<file path="src/rtl/rf_write_arbiter.sv">
// Register-file write-port arbiter: merges pipeline results with queued MDU results.
// Optional macro RF_WR_ARB_BYPASS_EN lets an MDU result skip an empty FIFO.
module rf_write_arbiter #(
  parameter int FIFO_DEPTH   = 4,
  parameter int STARVE_LIMIT = 8
) (
  input  logic                              clk_i,
  input  logic                              rst_i,
  input  logic                              pipe_valid_i,
  input  logic [4:0]                        pipe_rd_addr_i,
  input  logic [31:0]                       pipe_data_i,
  output logic                              pipe_ready_o,
  input  logic                              mdu_valid_i,
  input  logic [4:0]                        mdu_rd_addr_i,
  input  logic [31:0]                       mdu_data_i,
  output logic                              mdu_ready_o,
  output logic                              write_en_o,
  output logic [4:0]                        rd_addr_o,
  output logic [31:0]                       rd_data_o,
  output logic [$clog2(FIFO_DEPTH+1)-1:0]   fifo_count_o
);
  localparam int PW = $clog2(FIFO_DEPTH);
  localparam int CW = $clog2(FIFO_DEPTH+1);
  localparam int SW = $clog2(STARVE_LIMIT+1);

  typedef struct packed {
    logic [4:0]  rd;
    logic [31:0] data;
  } wr_req_t;

  wr_req_t         mem [FIFO_DEPTH];
  logic [PW-1:0]   rptr, wptr;
  logic [CW-1:0]   count;
  logic [SW-1:0]   starve_cnt;

  logic    empty, full, forced_drain, pipe_hit, pipe_wr, deq;
  logic    mdu_acc, mdu_keep, byp, enq, sel_wr;
  wr_req_t sel;

  assign empty        = (count == '0);
  assign full         = (count == CW'(FIFO_DEPTH));
  assign forced_drain = !empty && (starve_cnt == SW'(STARVE_LIMIT));
  assign pipe_hit     = pipe_valid_i && (pipe_rd_addr_i != '0);
  assign pipe_wr      = pipe_hit && !forced_drain;
  // x0 pipeline requests never claim the slot, so the head can drain alongside them.
  assign deq          = !empty && !pipe_wr;
  assign mdu_acc      = mdu_valid_i && !full;
  assign mdu_keep     = mdu_acc && (mdu_rd_addr_i != '0);
`ifdef RF_WR_ARB_BYPASS_EN
  assign byp          = mdu_keep && empty && !pipe_hit;
`else
  assign byp          = 1'b0;
`endif
  assign enq          = mdu_keep && !byp;

  assign pipe_ready_o = !forced_drain;
  assign mdu_ready_o  = !full;
  assign fifo_count_o = count;

  always_comb begin
    sel_wr = 1'b1;
    sel    = mem[rptr];
    if (pipe_wr)  sel = '{rd: pipe_rd_addr_i, data: pipe_data_i};
    else if (deq) sel = mem[rptr];
    else if (byp) sel = '{rd: mdu_rd_addr_i, data: mdu_data_i};
    else          sel_wr = 1'b0;
  end

  always_ff @(posedge clk_i) begin
    if (enq) mem[wptr] <= '{rd: mdu_rd_addr_i, data: mdu_data_i};
  end

  always_ff @(posedge clk_i) begin
    if (rst_i) begin
      rptr       <= '0;
      wptr       <= '0;
      count      <= '0;
      starve_cnt <= '0;
      write_en_o <= 1'b0;
      rd_addr_o  <= '0;
      rd_data_o  <= '0;
    end else begin
      if (enq) wptr <= wptr + PW'(1);
      if (deq) rptr <= rptr + PW'(1);
      case ({enq, deq})
        2'b10:   count <= count + CW'(1);
        2'b01:   count <= count - CW'(1);
        default: count <= count;
      endcase
      if (empty || deq)                       starve_cnt <= '0;
      else if (starve_cnt != SW'(STARVE_LIMIT)) starve_cnt <= starve_cnt + SW'(1);
      write_en_o <= sel_wr;
      if (sel_wr) begin
        rd_addr_o <= sel.rd;
        rd_data_o <= sel.data;
      end
    end
  end
endmodule

</file>
<file path="config.mk">
export PLATFORM = sky130hd
export DESIGN_NAME = rf_write_arbiter
export DESIGN_NICKNAME = d
export VERILOG_FILES = /design/src/rtl/rf_write_arbiter.sv
export SDC_FILE = /design/constraint.sdc
export NUM_CORES = 1
export LEC_CHECK = 0
export BUFFER_PORTS_ARGS = -buffer_cell sky130_fd_sc_hd__buf_4
export CELL_PAD_IN_SITES_DETAIL_PLACEMENT = 1
export CELL_PAD_IN_SITES_GLOBAL_PLACEMENT = 2
export CORE_UTILIZATION = 37
export CTS_CLUSTER_DIAMETER = 30
export DETAILED_ROUTE_END_ITERATION = 6
export PLACE_DENSITY = 0.75
export RECOVER_POWER = 50
export SYNTH_ARGS = -nofsm -noshare
export SYNTH_HDL_FRONTEND = slang
export SYNTH_SLANG_ARGS = --single-unit
</file>
<file path="constraint.sdc">
create_clock -name clk_i -period 2.8 [get_ports clk_i]
set_clock_uncertainty 0.1 [all_clocks]
set_input_delay 0.56 -clock clk_i [delete_from_list [all_inputs] [get_ports clk_i]]
set_output_delay 0.56 -clock clk_i [all_outputs]
set_load 0.01 [all_outputs]
</file>
==> metrics.txt <==
CTS Buf Count=17; Avg Cell Area, Syn=16.50 µm²; mapped cell area=7873 µm²; FP Rows=52; final wirelength=17.66 mm; Filler cells=2073; DRC violations left=0; commonest non-fill, non-tap cell in the layout=edfxtp_1; first-pass GRT wire length=27.39 mm; sequential-to-total area share from yosys stat=69.42%; Post-Syn Instances=477; Overflow after GRT=0; minimum clock period=2.575 ns; die area=21860 µm²; FF/Latch Area=5468 µm²; R2R depth=10; GPL Wtd Cong=0.7043; per-cell routed wire length=19.79 µm; post-synth cell types=39; chip width=147.9 µm; maximum buffer depth of the clock tree=2; most frequent cells in the layout=148 x edfxtp_1, 80 x clkbuf_1, 74 x nand2_1, 57 x buf_4, 49 x dfxtp_1; Yosys warning count=0; clk slew on worst S/H paths=0.07 ns; crit start category=register; Post-Synth Adder-Cell Area=1.367%; Worst Path Required=3.06 ns; max_cap viols=0; CTS H-tree depth=4; Via-to-Cell Ratio=5.090; outcome=completed; # IOs=121; clock root cell=clkbuf_16; DRT Pass-1 Iters=4; Crit Reg-Reg Endpoint=fifo_count_o[2]; WP data arrival=2.83 ns; Yosys reg bits=199; Sink Count=199; Crit. End Element=register; DR iter-0 viols=228; worst r2r src=starve_cnt[0]; final hold vios=0; Synth Area in Simple Gates=7.613%; max-slew violations=0; largest family of logic cells by synthesized area=multiplexers; initial core utilization=38.29%; Worst Hold Class=in2reg; static leakage=3.117 nW; synth-to-layout area growth=20.36%; DPL Wire Length=11.73 mm; largest net degree at the start of global routing=42; RSZ-0062 raised after global routing=false; multiplexer share of the synthesized area=10.71%; Post-DRT Antenna Nets=0; worst skew pair latency=0.43 ns; die height=147.9 µm; ant diodes=0; pwr dens=880.2 nW/µm²; vias=4540; post-layout net count=695; XOR/XNOR Fraction of Synth Area=0.5563%; Synthesized Nets=563; compound-gate portion of the synthesized area=7.962%; Resize count post-CTS=0; Final Setup Violations=0; CORE AREA=20560 µm²; Setup TNS=0 ns; Post-CTS Hold Buffers=0; final core occ=46.09%; total setup buffers inserted after CTS=0; fmax=388.4 MHz; PortBufs=120; reg2reg setup slack=0.23 ns; Hold Path Depth=1; GR Util All Layers=16.99%; CTS tree=done; share of layout cells above drive strength 1=27.65%; hold endpoint=mem[2][10]; initial antenna violation count=0; critical path fanouts, max=4; Final Cycle Share=91.96%; Worst slew margin=28.60%; number of global-route vias before repair=4863; worst slew pin tran=1.071 ns; HP Start=mdu_data_i[10]; Max VDD drop=489.9 µV; area of the multi-input gates=2222 µm²; critical path class=reg2reg
[cells by family after synthesis]
family / after synthesis
compound gates: 52
xor+xnor: 5
fa+ha+maj: 8
buf+inv: 35
flops: 199
mux: 38
simple gates: 140
[synthesized netlist by cell type]
| cell | count | area (µm²) |
|---|---|---|
| a311oi_1 | 6 | 52.55 |
| a31o_2 | 1 | 8.760 |
| and3b_1 | 1 | 8.760 |
| o211a_1 | 1 | 10.01 |
| buf_4 | 6 | 45.04 |
| or4_4 | 1 | 11.26 |
| or4_1 | 1 | 7.510 |
| o41ai_1 | 1 | 8.760 |
| or3_1 | 2 | 12.51 |
| ha_1 | 7 | 87.58 |
| nor3_2 | 1 | 10.01 |
| nand3_1 | 6 | 30.03 |
| buf_6 | 4 | 45.04 |
| a311oi_2 | 30 | 450.4 |
| fa_1 | 1 | 20.02 |
| o211ai_1 | 3 | 22.52 |
| nor2_1 | 42 | 157.7 |
| mux2i_1 | 1 | 10.01 |
| buf_2 | 2 | 10.01 |
| mux4_2 | 37 | 833.3 |
| xnor2_1 | 3 | 26.28 |
| nor3_1 | 1 | 5.000 |
| and2_1 | 5 | 31.28 |
| nor4bb_1 | 1 | 10.01 |
| dfxtp_1 | 51 | 1021 |
| xor2_1 | 2 | 17.52 |
| or3b_2 | 1 | 8.760 |
| nor4b_1 | 1 | 8.760 |
| a21oi_1 | 3 | 15.01 |
| a31oi_1 | 2 | 12.51 |
| clkbuf_1 | 14 | 52.55 |
| edfxtp_1 | 148 | 4444 |
| o221ai_4 | 1 | 26.28 |
| inv_1 | 6 | 22.52 |
| nand3b_1 | 1 | 7.510 |
| buf_1 | 3 | 11.26 |
| nand2_1 | 74 | 277.8 |
| o21ai_0 | 4 | 20.02 |
| nand2b_1 | 2 | 12.51 |
[where the power goes]
group | switching [mW] | internal [mW] | total [mW]
clock | 1.11 | 1.33 | 2.45
combinational | 1.30 | 0.852 | 2.15
sequential | 0.192 | 3.55 | 3.74
[metal layers]
metal / part of all wire [%] / track usage [%]
met5: 0 / 0
met4: 1.6 / 6.804
met3: 3.8 / 3.117
met2: 49 / 28.33
met1: 45 / 21.92
[final cells by class]
cell class	count	share of cell area (%)
repair buffers	142	8.755
clock buffers	20	4.939
flip-flops and latches	199	57.70
well taps	270	3.565
clock inverters	12	1.347
inverters	6	0.2377
multi-input cells	243	23.45
[flip-flops by register name, indices dropped and copies added, names as in the netlist, named ones only]
register and cells:
write_en_o 1, fifo_count_o 3, rd_addr_o 5, mem 148, rd_data_o 32, rptr 2
wptr 2, starve_cnt 4
[metrics by stage]
| step | instance area [µm²] | total power, mW | setup WS [ns] | hold slack, ns | cells |
|---|---|---|---|---|---|
| finish | 9475 | 8.340 | 0.2250 | 0.2797 | 892 |
| global route | 9475 | 8.765 | 0.03957 | 0.2884 | 892 |
| CTS | 9786 | 8.618 | 0.1782 | 0.2036 | 892 |
| detailed placement | 9190 | 6.164 | 0.004290 | 0.3769 | 860 |
| global placement | 9190 | 6.073 | 0.08533 | 0.3668 | 860 |
| floorplan | 7873 | 5.238 | 0.1101 | 0.3513 | 477 |
[worst max path at each step]
stage	startpoint	slack, ns	cells past startpoint	endpoint
2_1_floorplan	pipe_rd_addr_i[2]	0.11	8	fifo_count_o[2]
3_3_place_gp	pipe_rd_addr_i[2]	0.09	9	fifo_count_o[2]
3_5_place_dp	pipe_rd_addr_i[2]	0.004	9	fifo_count_o[2]
4_1_cts	fifo_count_o[2]	0.18	4	pipe_ready_o
5_1_grt	starve_cnt[0]	0.04	10	fifo_count_o[2]
6_report	starve_cnt[0]	0.23	10	fifo_count_o[2]
[critical path, cell delays in order (launching register included)]
cell      delay [ns]
dfxtp_1         0.39
inv_1           0.06
ha_1            0.20
nand3b_1        0.13
o211ai_1        0.14
and2_0          0.21
ha_1            0.25
fa_1            0.39
xnor2_1         0.14
or3_1           0.30
a21oi_1         0.18
No activity file was read; power rests on OpenSTA's default activity.
